[src/rtl/game_display_ctrl.sv]
// Game-flow sequencer and palette driver for the pixel colour multiplexer.
// Define PALETTE_DIM_EN to halve every colour nibble while paused.
module game_display_ctrl #(
  parameter int unsigned SERVE_FRAMES = 4,
  parameter int unsigned FLASH_FRAMES = 6,
  parameter int unsigned WIN_SCORE    = 9
) (
  input  logic        clk,
  input  logic        reset_n,
  input  logic        frame_tick,
  input  logic        start_btn,
  input  logic        pause_btn,
  input  logic        score1_evt,
  input  logic        score2_evt,
  output logic [11:0] pad1_rgb,
  output logic [11:0] pad2_rgb,
  output logic [11:0] ball_rgb,
  output logic [11:0] bg_rgb,
  output logic        game_run,
  output logic        ball_visible,
  output logic [3:0]  score1,
  output logic [3:0]  score2
);

`ifdef PALETTE_DIM_EN
  localparam bit DimEn = 1'b1;
`else
  localparam bit DimEn = 1'b0;
`endif

  localparam logic [11:0] Pad1Rgb  = 12'hAAA;
  localparam logic [11:0] Pad2Rgb  = 12'hF00;
  localparam logic [11:0] BallRgb  = 12'h0FF;
  localparam logic [11:0] BgRgb    = 12'hFFF;
  localparam logic [7:0]  ServeCnt = 8'(SERVE_FRAMES);
  localparam logic [7:0]  FlashCnt = 8'(FLASH_FRAMES);
  localparam logic [3:0]  WinScore = 4'(WIN_SCORE);

  typedef enum logic [2:0] {
    StIdle, StServe, StPlay, StFlash, StPause, StOver
  } state_e;

  state_e      state_q, state_d;
  logic [7:0]  cnt_q, cnt_d;
  logic [3:0]  score1_q, score1_d, score2_q, score2_d;
  logic        scorer_q, scorer_d;      // 0: player 1, 1: player 2
  logic        flash_on_q, flash_on_d;  // 1: background shows scorer colour
  logic [11:0] pad1_q, pad1_d, pad2_q, pad2_d, ball_q, ball_d, bg_q, bg_d;
  logic        run_q, run_d, vis_q, vis_d;
  logic [11:0] scorer_rgb;
  logic [3:0]  scorer_score;

  function automatic logic [11:0] dim(input logic [11:0] c);
    return {1'b0, c[11:9], 1'b0, c[7:5], 1'b0, c[3:1]};
  endfunction

  function automatic logic [3:0] sat_inc(input logic [3:0] s);
    return (s == 4'hF) ? 4'hF : s + 4'd1;
  endfunction

  assign scorer_score = scorer_q ? score2_q : score1_q;

  always_comb begin
    state_d    = state_q;
    cnt_d      = cnt_q;
    score1_d   = score1_q;
    score2_d   = score2_q;
    scorer_d   = scorer_q;
    flash_on_d = flash_on_q;
    unique case (state_q)
      StIdle: begin
        if (start_btn) begin
          state_d = StServe;
          cnt_d   = ServeCnt;
        end
      end
      StServe: begin
        if (frame_tick) begin
          cnt_d = cnt_q - 8'd1;
          if (cnt_q <= 8'd1) state_d = StPlay;
        end
      end
      StPlay: begin
        if (score1_evt || score2_evt) begin
          // Player 1 wins a simultaneous score.
          if (score1_evt) begin
            score1_d = sat_inc(score1_q);
            scorer_d = 1'b0;
          end else begin
            score2_d = sat_inc(score2_q);
            scorer_d = 1'b1;
          end
          flash_on_d = 1'b1;
          cnt_d      = FlashCnt;
          state_d    = StFlash;
        end else if (pause_btn) begin
          state_d = StPause;
        end
      end
      StFlash: begin
        if (frame_tick) begin
          cnt_d      = cnt_q - 8'd1;
          flash_on_d = ~flash_on_q;
          if (cnt_q <= 8'd1) begin
            if (scorer_score == WinScore) begin
              state_d = StOver;
            end else begin
              state_d = StServe;
              cnt_d   = ServeCnt;
            end
          end
        end
      end
      StPause: begin
        if (pause_btn) state_d = StPlay;
      end
      StOver: begin
        if (start_btn) begin
          score1_d = 4'd0;
          score2_d = 4'd0;
          state_d  = StServe;
          cnt_d    = ServeCnt;
        end
      end
      default: state_d = StIdle;
    endcase
  end

  // Outputs decode from the next state so they change on the same edge as the state.
  always_comb begin
    scorer_rgb = scorer_d ? Pad2Rgb : Pad1Rgb;
    pad1_d     = Pad1Rgb;
    pad2_d     = Pad2Rgb;
    ball_d     = BallRgb;
    bg_d       = BgRgb;
    run_d      = 1'b0;
    vis_d      = 1'b0;
    unique case (state_d)
      StPlay: begin
        run_d = 1'b1;
        vis_d = 1'b1;
      end
      StFlash: begin
        if (flash_on_d) bg_d = scorer_rgb;
      end
      StPause: begin
        vis_d = 1'b1;
        if (DimEn) begin
          pad1_d = dim(Pad1Rgb);
          pad2_d = dim(Pad2Rgb);
          ball_d = dim(BallRgb);
          bg_d   = dim(BgRgb);
        end
      end
      StOver:  bg_d = scorer_rgb;
      default: ;
    endcase
  end

  always_ff @(posedge clk or negedge reset_n) begin
    if (!reset_n) begin
      state_q    <= StIdle;
      cnt_q      <= 8'd0;
      score1_q   <= 4'd0;
      score2_q   <= 4'd0;
      scorer_q   <= 1'b0;
      flash_on_q <= 1'b0;
      pad1_q     <= Pad1Rgb;
      pad2_q     <= Pad2Rgb;
      ball_q     <= BallRgb;
      bg_q       <= BgRgb;
      run_q      <= 1'b0;
      vis_q      <= 1'b0;
    end else begin
      state_q    <= state_d;
      cnt_q      <= cnt_d;
      score1_q   <= score1_d;
      score2_q   <= score2_d;
      scorer_q   <= scorer_d;
      flash_on_q <= flash_on_d;
      pad1_q     <= pad1_d;
      pad2_q     <= pad2_d;
      ball_q     <= ball_d;
      bg_q       <= bg_d;
      run_q      <= run_d;
      vis_q      <= vis_d;
    end
  end

  assign pad1_rgb     = pad1_q;
  assign pad2_rgb     = pad2_q;
  assign ball_rgb     = ball_q;
  assign bg_rgb       = bg_q;
  assign game_run     = run_q;
  assign ball_visible = vis_q;
  assign score1       = score1_q;
  assign score2       = score2_q;

endmodule
[config.mk]
export PLATFORM = sky130hd
export DESIGN_NAME = game_display_ctrl
export DESIGN_NICKNAME = d
export VERILOG_FILES = /design/src/rtl/game_display_ctrl.sv
export SDC_FILE = /design/constraint.sdc
export NUM_CORES = 1
export LEC_CHECK = 0
export ABC_AREA = 1
export BUFFER_PORTS_ARGS = -buffer_cell sky130_fd_sc_hd__buf_2
export CORE_MARGIN = 2
export CORE_UTILIZATION = 25
export CTS_CLUSTER_DIAMETER = 40
export CTS_CLUSTER_SIZE = 20
export DETAILED_ROUTE_END_ITERATION = 8
export PLACE_DENSITY = 0.42
export SYNTH_ARGS = -nofsm -noshare
export SYNTH_HDL_FRONTEND = slang
export SYNTH_SLANG_ARGS = --single-unit
[constraint.sdc]
create_clock -name clk -period 5.2 [get_ports clk]
set_clock_uncertainty 0.2 [all_clocks]
set_input_delay 0.26 -clock clk [delete_from_list [all_inputs] [get_ports clk]]
set_output_delay 0.26 -clock clk [all_outputs]
set_load 0.005 [all_outputs]
==> impl_metrics.py <==
metrics = {
    "clock_network": {
        "clk_pin_slew_ns": 0.10,
        "tritoncts.num_buffers": 3,
        "cts_tree": "yes",
        "cts_root_buffer": "clkbuf_8",
        "cts_setup_buffers": 0,
        "cts_resized": 0,
        "clock_path_buffers": 2,
        "htreeDepth": 1,
        "clkSinkCount": 26,
        "insertion_delay_ns": 0.28,
        "cts_hold_buf": 1,
    },
    "die": {
        "initial_core_util_pct": 25.4,
        "die_h_um": 91.9,
        "dieArea_mm2": 0.00844,
        "rows": 32,
        "coreArea_mm2": 0.00761,
        "ios": 65,
        "die_w_um": 91.9,
    },
    "cells_and_area": {
        "layout_common_cells": "49 x nand2_1, 38 x conb_1, 32 x inv_1, 31 x nor2_1, 26 x buf_2",
        "final_common_cell": "nand2_1",
        "area_growth_pct": 5.64,
        "diodes": 0,
        "final_core_util_pct": 26.8,
        "fillCellCount": 847,
        "drive_above_1_share_pct": 18.9,
        "fin_nets": 298,
    },
    "timing": {
        "setup_viol": 0,
        "tightest_slew_ns": 0.609,
        "slew_headroom_pct": 59.4,
        "finalHoldViolCount": 0,
        "holdWs_ns": 0.160,
        "fin_crit_ns": 2.05,
        "finalCritPeriodShare_pct": 39.4,
        "fin_tns_setup_ns": 0,
        "rsz0062_at_grt": "no",
        "drv_slew": 0,
        "fmaxAchievable_ghz": 0.488,
    },
    "critical_path": {
        "critPathRequiredTime_ns": 5.18,
        "cpPeakStageDelay_ns": 0.45,
        "path_depth": 11,
        "cp-startpoint": "cnt_q[0]$_DFFE_PN0P_",
        "crit_type": "flip-flop to flip-flop",
        "cp_top_family": "simple AND/OR/NAND/NOR gates",
        "start_kind": "flip-flop",
        "cp_num_buf_inv": 3,
        "critPathCapture": "cnt_q[3]$_DFFE_PN0P_",
        "cp_max_fo": 6,
        "path_common_cell": "nand2_1",
        "arrival_ns": 2.03,
        "critPathSlowestCell": "dfrtp_1",
        "end_kind": "flip-flop",
        "reg2reg_depth": 11,
        "reg2reg_to": "cnt_q[3]$_DFFE_PN0P_",
        "path_cells": "inv_1 > ha_1 > inv_1 > nand2_1 > nand2_1 > nor2_1 > nand3_1 > nand2_1 > nand3_1 > clkinv_2 > nor2_1",
        "ff2ff_setup_slack_ns": 3.15,
        "r2r-start": "cnt_q[0]$_DFFE_PN0P_",
    },
    "place": {
        "gp_congestion": 0.777,
        "hpwlAfterDp_mm": 3.08,
        "portBuffers": 26,
    },
    "logic_synthesis": {
        "synth_top_area_cell": "dfrtp_1",
        "synth_top_area_share_pct": 29.8,
        "yosys-top-cells-area": "dfrtp_1 30%, buf_4 18%, nand2_1 9.5%, inv_1 6.2%, nor2_1 6.0%",
        "synth_cell_types": 30,
        "postSynthRegisterBits": 26,
        "avgSynthCellArea_um2": 7.28,
        "yosys_warnings": 0,
        "syn_area_mm2": 0.00193,
        "seq_area_frac_synth_pct": 33.9,
        "syn_inst": 265,
    },
    "global_routing": {
        "first_global_vias": 1403,
        "grt_use_met2_pct": 15.1,
        "antenna_found_initial": 0,
        "grtUsageMet1_pct": 14.1,
        "grt_util_met3_pct": 1.81,
        "grt_pass1_wl_mm": 6.71,
        "globalRouteOverflowTotal": 0,
        "grt_usage_pct": 9.82,
        "grt.busiest_layer": "met2",
        "grt_max_degree": 27,
    },
    "route": {
        "wire_per_inst_um": 10.1,
        "wirelength_mm": 3.93,
        "drcViolationCount": 0,
        "viasPerCell": 3.92,
        "vias": 1520,
        "detail-route-antenna-nets": 0,
        "first_iter_violations": 82,
        "dr.pass1.iters": 4,
    },
    "outcome": {
        "status": "finished, final reports clean",
    },
    "pwr": {
        "p_per_area_mw_per_mm2": 517,
        "peakVddDrop_uv": 133,
        "power.total_uw": 1050,
        "leakagePower_uw": 0.00108,
    },
    "run": {
        "maxCapViolations": 0,
    },
    "hold_path": {
        "hold_path_class": "input pin to flip-flop",
    },
}
## Yosys cell counts, drive strengths merged
library cell  number
nand2             56
buf               46
nor2              38
inv               34
dfrtp             23
nand3             21
o21ai             19
ha                 4
a21oi              3
dfstp              3
o211ai             3
conb               2
nor3               2
o22ai              2
xor2               2
a31oi              1
clkinv             1
nand3b             1
nand4              1
nor4               1
o31ai              1
xnor2              1
## power by group
part | internal, uW | switching (uW) | total [uW]
logic | 195 | 334 | 529
clock network | 67.9 | 71.0 | 139
registers | 291 | 93.5 | 385
## cell type report
| class | instances | area (um2) | share of cell area [%] |
|---|---|---|---|
| Clock buffer | 4 | 55.1 | 2.70 |
| Inverter | 35 | 133 | 6.51 |
| Multi-Input combinational cell | 194 | 928 | 45.5 |
| Sequential cell | 26 | 654 | 32.1 |
| Tap cell | 102 | 128 | 6.26 |
| Timing Repair Buffer | 27 | 140 | 6.88 |
## per-layer routing
layer	share of wire, %	wire length, um
met1	50	1980
met2	44	1720
met3	4.8	190
met4	1.0	41
met5	0	0
## registers in the layout, indices dropped and copies added, names as in the netlist
name          count
score2            4
flash_on_q        1
game_run          1
score1            4
cnt_q             8
scorer_q          1
bg_rgb            3
ball_visible      1
state_q           3
## per-stage QoR
| step | cells | setup slack, ns | instance area [um2] |
|---|---|---|---|
| floorplan | 301 | 3.50 | 2060 |
| global placement | 383 | 3.15 | 1970 |
| detailed placement | 383 | 3.16 | 1970 |
| CTS | 388 | 3.14 | 2040 |
| global route | 388 | 2.93 | 2040 |
| finish | 388 | 3.15 | 2040 |
## worst min path at each step
| stage | start | endpoint | depth (start not counted) |
|---|---|---|---|
| final | pause_btn | ball_visible$_DFF_PN0_ | 4 |
| after CTS | pause_btn | ball_visible$_DFF_PN0_ | 4 |
| after detailed placement | reset_n | score2[1]$_DFFE_PN0P_ | 1 |
| after global routing | pause_btn | ball_visible$_DFF_PN0_ | 4 |
| after floorplan | reset_n | ball_visible$_DFF_PN0_ | 0 |
| after global placement | reset_n | score1[1]$_DFFE_PN0P_ | 1 |
## worst register-to-register path: stages, from the launching register on
cell and delay (ns):
dfrtp_1 0.45, inv_1 0.08, ha_1 0.23, inv_1 0.08
nand2_1 0.08, nand2_1 0.05, nor2_1 0.20, nand3_1 0.14
nand2_1 0.10, nand3_1 0.17, clkinv_2 0.13, nor2_1 0.05
## logic make-up (layout without fill, tap and decap cells)
logic type	count (synthesis)	after routing	share of synthesized area, %
adders and majority gates	4	4	2.59
and+or+nand+nor	120	120	27.9
buffers and inverters	81	66	25.0
AOI/OAI and AO/OA	29	29	8.88
xor gates and xnor gates	3	3	1.36
DFF	26	26	33.9
other	2	38	0.389
(Power assumes the default switching activity.)
